<file path="config.mk">
export PLATFORM = sky130hd
export DESIGN_NAME = serial_bus_rx_flat
export DESIGN_NICKNAME = d
export VERILOG_FILES = /design/src/rtl/serial_bus_rx_if.sv /design/src/rtl/serial_bus_rx.sv /design/src/flat_wrapper.sv
export SDC_FILE = /design/constraint.sdc
export NUM_CORES = 1
export LEC_CHECK = 0
export BUFFER_PORTS_ARGS = -buffer_cell sky130_fd_sc_hd__buf_4
export CAP_MARGIN = 20
export CORE_AREA = 2 2 39 41
export CTS_BUF_LIST = sky130_fd_sc_hd__clkbuf_2 sky130_fd_sc_hd__clkbuf_4 sky130_fd_sc_hd__clkbuf_8
export CTS_CLUSTER_SIZE = 28
export DETAILED_ROUTE_END_ITERATION = 7
export DIE_AREA = 0 0 41 43
export PLACE_DENSITY = 0.63
export SLEW_MARGIN = 20
export SYNTH_ARGS = -nofsm -noshare
export SYNTH_HDL_FRONTEND = slang
export SYNTH_SLANG_ARGS = --single-unit
</file>
<file path="constraint.sdc">
create_clock -name clk -period 1 [get_ports clk]
set_input_delay 0.05 -clock clk [delete_from_list [all_inputs] [get_ports clk]]
set_output_delay 0.05 -clock clk [all_outputs]
set_load 0.02 [all_outputs]
</file>
<file path="src/rtl/serial_bus_rx_if.sv">
// Serial link receive interface: serial input, parallel valid/ready output and sticky status.
// PARITY_CHECK_EN adds the parity_err status bit.
interface serial_bus_rx_if #(parameter int WIDTH = 2);
  logic             sdata;
  logic             sframe;
  logic [WIDTH-1:0] bus_out;
  logic             bus_valid;
  logic             bus_ready;
  logic             overrun;
  logic             frame_err;
  logic             clr_err;
`ifdef PARITY_CHECK_EN
  logic             parity_err;
`endif

  modport master (
    output sdata, sframe, bus_ready, clr_err,
    input  bus_out, bus_valid, overrun,
`ifdef PARITY_CHECK_EN
    input  parity_err,
`endif
    input  frame_err
  );

  modport slave (
    input  sdata, sframe, bus_ready, clr_err,
    output bus_out, bus_valid, overrun,
`ifdef PARITY_CHECK_EN
    output parity_err,
`endif
    output frame_err
  );
endinterface

</file>
<file path="src/rtl/serial_bus_rx.sv">
// Two-wire serial receiver: reassembles LSB-first frames into WIDTH-bit words.
// Optional macro PARITY_CHECK_EN: trailing even-parity bit per frame, checked before delivery.
//   state  | meaning
//   IDLE   | waiting for sframe
//   SHIFT  | collecting data bits 1..WIDTH-1
//   PARITY | sampling the parity bit (PARITY_CHECK_EN only)
module serial_bus_rx #(
  parameter int WIDTH = 2
) (
  input  logic           clk,
  input  logic           reset,
  serial_bus_rx_if.slave bus
);

  localparam int CW = $clog2(WIDTH + 1);
  localparam logic [CW-1:0] LAST = CW'(WIDTH - 1);

`ifdef PARITY_CHECK_EN
  typedef enum logic [1:0] {IDLE, SHIFT, PARITY} state_t;
`else
  typedef enum logic {IDLE, SHIFT} state_t;
`endif

  state_t           state_q, state_d;
  logic [CW-1:0]    count_q, count_d;
  logic [WIDTH-1:0] shift_q, shift_d;
  logic [WIDTH-1:0] bus_out_q, bus_out_d;
  logic             bus_valid_q, bus_valid_d;
  logic             overrun_q, overrun_d;
  logic             frame_err_q, frame_err_d;
  logic             parity_err_q, parity_err_d;

  logic [WIDTH-1:0] shift_in, first_in, word;
  logic             done, ovr_set, ferr_set, perr_set;

  always_comb begin
    state_d     = state_q;
    count_d     = count_q;
    shift_d     = shift_q;
    bus_out_d   = bus_out_q;
    bus_valid_d = bus_valid_q;
    done        = 1'b0;
    ovr_set     = 1'b0;
    ferr_set    = 1'b0;
    perr_set    = 1'b0;
    word        = shift_q;
    // Bits enter at the MSB and move down, so bit 0 lands at index 0 after WIDTH shifts.
    shift_in            = shift_q >> 1;
    shift_in[WIDTH-1]   = bus.sdata;
    first_in            = '0;
    first_in[WIDTH-1]   = bus.sdata;

    if (bus.sframe) begin
      ferr_set = (state_q != IDLE);
      shift_d  = first_in;
      if (WIDTH == 1) begin
        count_d = '0;
`ifdef PARITY_CHECK_EN
        state_d = PARITY;
`else
        state_d = IDLE;
        done    = 1'b1;
        word    = first_in;
`endif
      end else begin
        count_d = CW'(1);
        state_d = SHIFT;
      end
    end else begin
      case (state_q)
        SHIFT: begin
          shift_d = shift_in;
          if (count_q == LAST) begin
            count_d = '0;
`ifdef PARITY_CHECK_EN
            state_d = PARITY;
`else
            state_d = IDLE;
            done    = 1'b1;
            word    = shift_in;
`endif
          end else begin
            count_d = count_q + CW'(1);
          end
        end
`ifdef PARITY_CHECK_EN
        PARITY: begin
          state_d = IDLE;
          if (^{shift_q, bus.sdata}) begin
            perr_set = 1'b1;
          end else begin
            done = 1'b1;
            word = shift_q;
          end
        end
`endif
        default: ;
      endcase
    end

    if (done) begin
      if (!bus_valid_q || bus.bus_ready) begin
        bus_out_d   = word;
        bus_valid_d = 1'b1;
      end else begin
        ovr_set = 1'b1;
      end
    end else if (bus_valid_q && bus.bus_ready) begin
      bus_valid_d = 1'b0;
    end

    // A new error event outranks a simultaneous clear.
    overrun_d    = ovr_set  | (overrun_q    & ~bus.clr_err);
    frame_err_d  = ferr_set | (frame_err_q  & ~bus.clr_err);
    parity_err_d = perr_set | (parity_err_q & ~bus.clr_err);
  end

  always_ff @(posedge clk or posedge reset) begin
    if (reset) begin
      state_q      <= IDLE;
      count_q      <= '0;
      shift_q      <= '0;
      bus_out_q    <= '0;
      bus_valid_q  <= 1'b0;
      overrun_q    <= 1'b0;
      frame_err_q  <= 1'b0;
      parity_err_q <= 1'b0;
    end else begin
      state_q      <= state_d;
      count_q      <= count_d;
      shift_q      <= shift_d;
      bus_out_q    <= bus_out_d;
      bus_valid_q  <= bus_valid_d;
      overrun_q    <= overrun_d;
      frame_err_q  <= frame_err_d;
      parity_err_q <= parity_err_d;
    end
  end

  assign bus.bus_out   = bus_out_q;
  assign bus.bus_valid = bus_valid_q;
  assign bus.overrun   = overrun_q;
  assign bus.frame_err = frame_err_q;
`ifdef PARITY_CHECK_EN
  assign bus.parity_err = parity_err_q;
`else
  logic unused_parity;
  assign unused_parity = parity_err_q;
`endif

endmodule

</file>
<file path="src/flat_wrapper.sv">
// flat-port wrapper written by rule: the top's interface ports become plain ports
module serial_bus_rx_flat 
#(
  parameter int WIDTH = 2
)
  (clk, reset, bus_sdata, bus_sframe, bus_bus_ready, bus_clr_err, bus_bus_out, bus_bus_valid, bus_overrun, bus_frame_err);
  serial_bus_rx_if #(.WIDTH(WIDTH)) bus_i ();
  input  logic clk;
  input  logic reset;
  input wire logic [$bits(bus_i.sdata)-1:0] bus_sdata;
  input wire logic [$bits(bus_i.sframe)-1:0] bus_sframe;
  input wire logic [$bits(bus_i.bus_ready)-1:0] bus_bus_ready;
  input wire logic [$bits(bus_i.clr_err)-1:0] bus_clr_err;
  output wire logic [$bits(bus_i.bus_out)-1:0] bus_bus_out;
  output wire logic [$bits(bus_i.bus_valid)-1:0] bus_bus_valid;
  output wire logic [$bits(bus_i.overrun)-1:0] bus_overrun;
  output wire logic [$bits(bus_i.frame_err)-1:0] bus_frame_err;
  assign bus_i.sdata = bus_sdata;
  assign bus_i.sframe = bus_sframe;
  assign bus_i.bus_ready = bus_bus_ready;
  assign bus_i.clr_err = bus_clr_err;
  assign bus_bus_out = bus_i.bus_out;
  assign bus_bus_valid = bus_i.bus_valid;
  assign bus_overrun = bus_i.overrun;
  assign bus_frame_err = bus_i.frame_err;
  serial_bus_rx #(.WIDTH(WIDTH)) u_core (.clk(clk), .reset(reset), .bus(bus_i));
endmodule
</file>
==> results of run 1 <==
-- sequential cells by signal, indices dropped and copies added, names as in the netlist --
signal,cells
u_core.bus.bus_out,2
u_core.bus.bus_valid,1
u_core.bus.overrun,1
u_core.shift_q,1
u_core.count_q,2
u_core.bus.frame_err,1
u_core.state_q,1
-- metrics by stage --
stage	hold WS (ns)	total power [W]	cells	setup slack (ns)	setup TNS (ns)
5_1_grt	0.0345	0.00104	69	-0.0744	-0.212
3_5_place_dp	0.0317	0.000692	61	-0.0635	-0.124
4_1_cts	0.0223	0.00101	69	-0.0451	-0.0876
2_1_floorplan	-0.122	0.000580	30	-0.0422	-0.0843
6_report	0.0317	0.000997	69	-0.0362	-0.0706
3_3_place_gp	0.0368	0.000688	61	-0.0390	-0.0777
-- cells in the mapped netlist --
| cell type | number | area [um^2] |
|---|---|---|
| sky130_fd_sc_hd__nor3b_1 | 1 | 7.51 |
| sky130_fd_sc_hd__and2_4 | 1 | 8.76 |
| sky130_fd_sc_hd__nand2b_1 | 2 | 12.5 |
| sky130_fd_sc_hd__mux2_4 | 2 | 30.0 |
| sky130_fd_sc_hd__a21o_2 | 1 | 8.76 |
| sky130_fd_sc_hd__nor2_1 | 2 | 7.51 |
| sky130_fd_sc_hd__mux2_2 | 1 | 11.3 |
| sky130_fd_sc_hd__o21bai_1 | 1 | 7.51 |
| sky130_fd_sc_hd__nand2_1 | 3 | 11.3 |
| sky130_fd_sc_hd__o21ai_0 | 1 | 5.00 |
| sky130_fd_sc_hd__dfrtp_1 | 9 | 225 |
| sky130_fd_sc_hd__inv_1 | 3 | 11.3 |
| sky130_fd_sc_hd__nor2_2 | 1 | 6.26 |
| sky130_fd_sc_hd__o22ai_1 | 1 | 6.26 |
| sky130_fd_sc_hd__nand3_4 | 1 | 17.5 |
-- per-layer routing --
metal	vias to the layer above	track usage (%)
li1	146	-
met1	136	12.0
met2	5	12.5
met3	0	3.14
met4	0	6.00
met5	-	0
-- worst min path at each step --
stage	endpoint	slack (ns)	cells past startpoint
floorplan	u_core.bus.bus_out[0]	-0.12	1
global placement	u_core.bus.frame_err	0.04	2
detailed placement	u_core.bus.frame_err	0.03	2
CTS	u_core.state_q	0.02	2
global route	u_core.bus.bus_out[1]	0.03	2
finish	u_core.bus.bus_out[1]	0.03	2
-- power by group through the flow --
stage | combinational, W | sequential, W | clock [W]
6_report | 0.000257 | 0.000439 | 0.000301
5_1_grt | 0.000278 | 0.000445 | 0.000320
4_1_cts | 0.000259 | 0.000440 | 0.000309
3_5_place_dp | 0.000246 | 0.000447 | 0
3_3_place_gp | 0.000243 | 0.000445 | 0
2_1_floorplan | 0.0000921 | 0.000488 | 0
-- layout make-up --
type | count | area (um^2) | area share [%]
clock buffer | 4 | 30.0 | 5.08
timing repair buffer | 19 | 150 | 25.4
inverter | 3 | 11.3 | 1.91
multi-input combinational | 18 | 153 | 25.8
tap | 16 | 20.0 | 3.39
sequential | 9 | 226 | 38.3
-- kinds of logic (layout without fill, tap and decap cells) --
group	after synthesis	in the layout
AO/OA/AOI/OAI	4	4
buffers and inverters	3	26
flip-flops	9	9
multiplexers	3	3
AND/OR/NAND/NOR	11	11
-- repair_timing --
item,4_1_cts,5_1_grt
hold buffers,3,0
buffers inserted,1,0
hold endpoints to repair,12,0
resized for setup,0,1
setup endpoints to repair,2,3
pin swaps,2,0
==> results by stage, run 1 <==
Flow run:
- Max-cap violations in this run came to 0.

Synth:
- The number of cells produced by synthesis is 30.
- After synthesis, the largest family of logic cells by area is simple AND/OR/NAND/NOR gates.
- The portion of netlist area occupied by mux cells is a little over a tenth.
- The post-synthesis share of cell area spent on xor and xnor gates is 0%.
- The number of different library cells used by synthesis comes to 15.
- Sequential cells were found to cover about three fifths of the synthesized design area.
- The flip-flop and latch count after synthesis is 9.
- The complex-gate fraction of the synthesized area is 7.31%.
- In this run the mean area of a mapped cell was 12.6 um^2.
- The Yosys warning count is 0.
- The synthesized net count is 36.
- The adder and majority cell fraction of the synthesized area is 0%.
- The simple logic cell fraction of the synthesized area is 18.9%.
- In this run the cell area of the synthesized design comes to 377 um^2.

Placed design:
- The half-perimeter wire length after placement is 493 um.
- At the end of routability-driven placement, the weighted congestion stood at 0.779.
- The cell area after placement is 518 um^2.
- The count of buffers inserted at the top-level ports is 10.

Setup path:
- In this run the worst path has a maximum fanout of 3.
- The cell at the slowest stage of the critical path is sky130_fd_sc_hd__dfrtp_1.
- The kind of cell with the highest combined delay along the critical path is flip-flops.
- For this run, the slowest stage of the critical path takes 0.39 ns.
- The data required time of the critical path is 1.14 ns.
- The element type at the critical path start is a register.
- The critical path crosses 3 cells after its start point.
- The critical path data arrival time is 1.18 ns.
- The critical path is of the reg -> reg type.
- Together, buffers and inverters on the worst path number 0.
- The worst reg2reg path endpoint is u_core.bus.bus_out[0].
- Walking the worst path, the cells encountered are and2_4 -> nand3_4 -> mux2_4.
- The setup check on the worst reg-to-reg path leaves a slack of -0.04 ns.
- The depth of the most critical reg-to-reg path is 3.
- STA classifies the critical path endpoint as a register.
- The worst setup path startpoint is u_core.state_q.
- The termination of the worst setup path is u_core.bus.bus_out[0].
- The worst register-to-register path begins at u_core.state_q.

Floorplanning:
- The number of rows in the core area is 14.
- The height of the chip is 43 um.
- The total die area is between 0.0015 and 0.002 mm^2.
- 11 I/O pins were placed.
- For this configuration, the core starts out at a cell density of between 20% and 30%.
- The horizontal extent of the die is just over 40 um.
- The floorplan core area is between 0.001 and 0.0015 mm^2.

Finish:
- The fraction of layout instances using a drive strength above 1 is 54.7%.
- The number of fill cells in the layout is 136.
- In the layout the commonest cells are sky130_fd_sc_hd__buf_4 (16), sky130_fd_sc_hd__dfrtp_1 (8), sky130_fd_sc_hd__clkbuf_4 (4).
- At the end of the flow the core is filled with cells to between 40% and 50%.
- Compared with the post-synthesis result, the final layout area differs by 56.8%.
- Leaving out fill and tap cells, the most frequent cell in the layout is sky130_fd_sc_hd__buf_4.
- The repair_antennas step left the layout with diodes totalling 0.
- The number of nets at the end of the flow is 60.
- The summed area of non-filler cells in the final layout is 591 um^2.

Pwr:
- The switching power total is between 0.0002 and 0.0003 W.
- The leakage power summed over all cells is 0.299 nW.
- The maximum vdd ir drop is 0.575 mV.
- The combinational group share of total power is around 26%.
- The internal portion of the total power is 0.000737 W.
- Registers are responsible for 44.0% of the overall power.
- In this run switching power makes up around a quarter of total power.
- The power share of the clock group is ~30%.
- In this run the power density over the cells is 1690 mW/mm^2.

Drt:
- For this run, design rule violations remaining after detail routing come to 0.
- The wire length per cell is 9.71 um.
- The routed length on met2 is ~340 um.
- The routed length on met1 is 288 um.
- The detailed router's first-iteration violation count is 1.
- The count of nets left with antenna violations once routing finished came out at 0.
- The routed design has 670 um of wire.
- The uppermost signal routing layer after detailed routing is met3.
- The ratio of routed vias to standard cells is 4.16.
- In the detailed route, the total length drawn on met3 is 38 um.
- The detailed-router iteration count before antenna repair is 4.
- Detailed routing inserted a total of 287 vias.

Global routing:
- Global routing used a little under a tenth of the available tracks.
- The residual overflow from global routing is 0.
- The number of global-route vias before repair is 274.
- The number of antenna violations at the first check in global routing is 0.
- Entering global routing, the biggest net connects 10 pins.
- The first global-routing pass estimated 1060 um of wire.

Clocking:
- Clock tree synthesis inserted a total of 3 buffers.
- The later pin in the worst-skew pair is clocked with a latency of 0.25 ns.
- The buffer type at the clock tree root is sky130_fd_sc_hd__clkbuf_4.
- The clock-pin slew of the registers on the worst-case setup and hold paths is 0.06 ns.
- The tree built by TritonCTS fans out to 9 sinks.
- TritonCTS built the clock tree.
- Counting along the longest clock path gives a buffer depth of 2.
- CTS built an H-tree with a depth of 1.

STA:
- The post-route clock period utilization is 104%.
- Setup repair after global routing could not meet its margin everywhere.
- The worst pin sits at a relative slew slack of roughly 77%.
- The setup violation total in the final timing report is 2.
- For the pin with the worst max-slew slack, the measured transition is 0.341 ns.
- The final max-slew violation count is 0.
- The final hold violation count is 0.
- The peak clock frequency supported by timing is 965 MHz.
- After layout, the worst setup slack is -0.0362 ns.
- The minimum clock period is 1.04 ns.
- The maximum clock skew at final layout is about 0.00027 ns.

Hold path:
- The hold path startpoint is bus_sdata.
- The class of the tightest hold or removal check is in -> reg.

Status:
- The final reports fail on negative setup slack.
- The flow ran to the end, but the final reports show violations.
(Power assumes the default switching activity.)
==> run 2: changes to the inputs <==
--- a/config.mk
+++ b/config.mk
@@ -12,7 +12,7 @@
 export CTS_CLUSTER_SIZE = 28
 export DETAILED_ROUTE_END_ITERATION = 7
 export DIE_AREA = 0 0 41 43
-export PLACE_DENSITY = 0.63
+export PLACE_DENSITY = 0.61
 export SLEW_MARGIN = 20
 export SYNTH_ARGS = -nofsm -noshare
 export SYNTH_HDL_FRONTEND = slang
==> constraint.sdc (replaced) <==
create_clock -name clk -period 1.3 [get_ports clk]
set_input_delay 0.065 -clock clk [delete_from_list [all_inputs] [get_ports clk]]
set_output_delay 0.065 -clock clk [all_outputs]
set_load 0.02 [all_outputs]
==> run 2 against run 1 <==
The flow now finishes without violations. Via count down 6.6%. Clock skew grew 0.0042 ns. Die area is the same. Critical path depth unchanged. Sequential power down 23%. Wire length is 4.5% lower. Fmax decreased by 5.4%. Sequential share of layout area increased by 4.8 points. First-iteration DRC count grew to 3.0 times the previous value. Core utilization decreased by 5.0 points. Cell area decreased by 12%. Power down 25%. Critical path type unchanged.
==> results by stage, run 2 (synthesized netlist as in run 1, its figures left out) <==
Hold path:
- The worst hold path cell count is 2 (unchanged).
- The end of the worst hold path is u_core.count_q[1] (was u_core.bus.bus_out[1]).
- The hold path startpoint is bus_sframe (was bus_sdata).
- The class of the tightest hold or removal check is in -> reg (unchanged).

Clocking:
- The clock tree buffer depth is 2 (unchanged).
- The later-pin clock latency in the skew report came to 0.26 ns (was 0.25 ns).
- The post-cts sizing count is 0 (unchanged).
- The total clock buffers created by CTS was 3 (unchanged).
- The clock sink count is 9 (unchanged).
- The clock-pin slew of the registers on the worst-case setup and hold paths is 0.06 ns (about the same).
- The level count of the clock H-tree is 1 (unchanged).
- The CTS tree is yes (unchanged).
- The buffer type at the clock tree root was sky130_fd_sc_hd__clkbuf_4 (unchanged).

Floorplanning:
- The initial cell density of the core came to 27.2% (unchanged).
- The floorplan core area was 0.00138 mm^2 (unchanged).
- The height of the chip is 43 um (unchanged).
- The total die area is 0.00176 mm^2 (unchanged).
- The total I/O pin count came to 11 (unchanged).
- The horizontal extent of the die is 41 um (unchanged).
- The number of rows in the core area was 14 (unchanged).

Setup path:
- The data required time of the critical path came to 1.44 ns (was 1.14 ns).
- The maximum fanout count along the critical path is 5 (was 3).
- The critical path data arrival time came to 1.24 ns (was 1.18 ns).
- The depth of the most critical reg-to-reg path is 3 (unchanged).
- The element type at the critical path start is a register (unchanged).
- The reg-to-reg startpoint is u_core.state_q (unchanged).
- The worst reg2reg path endpoint is u_core.bus.bus_out[0] (unchanged).
- The reg2reg setup slack was 0.21 ns (was -0.04 ns).
- The element type at the critical path end was a register (unchanged).
- The start-to-end type of the worst setup path is reg -> reg (unchanged).

Finish:
- The commonest non-fill, non-tap cell in the layout is sky130_fd_sc_hd__buf_4 (unchanged).
- The antenna diode count is 0 (unchanged).
- The number of nets at the end of the flow is 53 (was 60).
- The area overhead of the layout relative to synthesis is 38.5% (was 56.8%).
- The number of fill cells in the layout came to 143 (was 136).
- The fraction of layout instances using a drive strength above 1 came to 45.7% (was 54.7%).
- Leading cell types in the layout, fill and taps excluded: sky130_fd_sc_hd__buf_4 (10), sky130_fd_sc_hd__dfrtp_1 (9), sky130_fd_sc_hd__clkbuf_4 (4), sky130_fd_sc_hd__nand2_1 (3), sky130_fd_sc_hd__inv_1 (3) (was sky130_fd_sc_hd__buf_4 (16), sky130_fd_sc_hd__dfrtp_1 (8), sky130_fd_sc_hd__clkbuf_4 (4)).

STA:
- The final setup TNS is 0 ns (was -0.0706 ns).
- The measured slew at the worst slew-check pin is 0.335 ns (was 0.341 ns).
- The worst hold margin is 0.0138 ns (was 0.0317 ns).
- The final hold violation count is 0 (unchanged).
- The setup violation total in the final timing report is 0 (was 2).
- The worst slew margin relative to its limit is 77.6% (was 77.2%).
- The post-route clock period utilization was 84.2% (was 104%).
- The maximum clock skew at final layout is 0.00449 ns (was 0.000266 ns).
- Unrepaired setup endpoints after global routing: no (was yes).
- The minimum clock period was 1.09 ns (was 1.04 ns).
- The final max-slew violation count is 0 (unchanged).
- The peak clock frequency supported by timing is 913 MHz (was 965 MHz).

Status:
- Run status: finished clean (was finished with violations).

Global routing:
- The residual overflow from global routing came to 0 (unchanged).
- The number of global-route vias before repair is 273 (was 274).
- The number of antenna violations at the first check in global routing is 0 (unchanged).
- The global-route usage over all layers is 9.32% (was 9.24%).
- The largest net degree at the start of global routing is 10 (unchanged).
- The first-pass GRT wire length is 1030 um (was 1060 um).

Pwr:
- The leakage power summed over all cells is 0.261 nW (was 0.299 nW).
- The total chip power came to 0.000745 W (was 0.000997 W).
- The maximum vdd ir drop is 0.451 mV (was 0.575 mV).
- The power density normalized to cell area is 1430 mW/mm^2 (was 1690 mW/mm^2).

Placed design:
- The half-perimeter wire length after placement came to 494 um (was 493 um).
- The last weighted congestion value of the routability-driven placer is 0.769 (was 0.779).
- The count of buffers inserted at the top-level ports is 10 (unchanged).

Drt:
- The total DRC errors in the routed layout is 0 (unchanged).
- The detailed-router iteration count before antenna repair is 4 (unchanged).
- The ratio of routed vias to standard cells was 4.32 (was 4.16).
- The detailed router's first-iteration violation count is 3 (was 1).
- The total wirelength of the detailed-routed design came to 640 um (was 670 um).
- The count of vias placed by the detailed router came to 268 (was 287).
- The wire length per cell is 10.3 um (was 9.71 um).
- The number of nets with antenna violations after routing is 0 (unchanged).

Flow run:
- The number of maximum-capacitance violations came to 0 (unchanged).
## run 2: timing repair
item                                   4_1_cts  5_1_grt
endpoints found under the hold margin       10        0
setup buffers                                0        0
hold buffers                                 2        0
## run 2: where the power goes
part	internal (W)	switching, W	leakage (nW)
Combinational	0.0000910	0.0000796	0.134
Sequential	0.000315	0.0000219	0.109
Clock	0.000139	0.0000986	0.0184
Total	0.000545	0.000200	0.261
## run 2: worst max-delay path, cell delays in order (launching register included)
cell	delay, ns
sky130_fd_sc_hd__dfrtp_1	0.42
sky130_fd_sc_hd__and2_4	0.20
sky130_fd_sc_hd__nand3_4	0.07
sky130_fd_sc_hd__mux2_4	0.29
## run 2: worst max-delay path by stage
stage	cells past startpoint	slack [ns]	from	to
final	3	0.21	u_core.state_q	u_core.bus.bus_out[0]
after detailed placement	3	0.21	u_core.state_q	u_core.bus.bus_out[0]
after global placement	3	0.22	u_core.state_q	u_core.bus.bus_out[0]
after floorplan	3	0.18	u_core.bus.bus_valid	u_core.bus.bus_out[0]
after global routing	3	0.15	u_core.state_q	u_core.bus.bus_out[0]
after CTS	3	0.20	u_core.state_q	u_core.bus.bus_out[0]
## run 2: layer usage
metal / track usage, % / vias to the layer above / routed length [um]
li1: - / 129 / -
met1: 8.94 / 128 / 261
met2: 14.7 / 7 / 313
met3: 3.14 / 4 / 35
met4: 8.00 / 0 / 29
met5: 0 / - / 0
## run 2: area by class of cell
| type | count | area, um^2 | area share [%] |
|---|---|---|---|
| multi-input combinational | 18 | 140 | 26.9 |
| sequential | 9 | 225 | 43.2 |
| inverter | 3 | 11.3 | 2.16 |
| tap | 16 | 20.0 | 3.84 |
| clock buffer | 4 | 30.0 | 5.76 |
| timing repair buffer | 12 | 95.1 | 18.2 |
## run 2: stage by stage
step           utilization (%)  instances  instance area [um^2]  setup slack [ns]
6_report                  37.7         62                   522             0.205
5_1_grt                   37.7         62                   522             0.150
4_1_cts                   37.7         62                   522             0.199
3_5_place_dp              34.1         56                   472             0.208
3_3_place_gp              34.1         56                   472             0.216
2_1_floorplan                -         30                   377             0.185
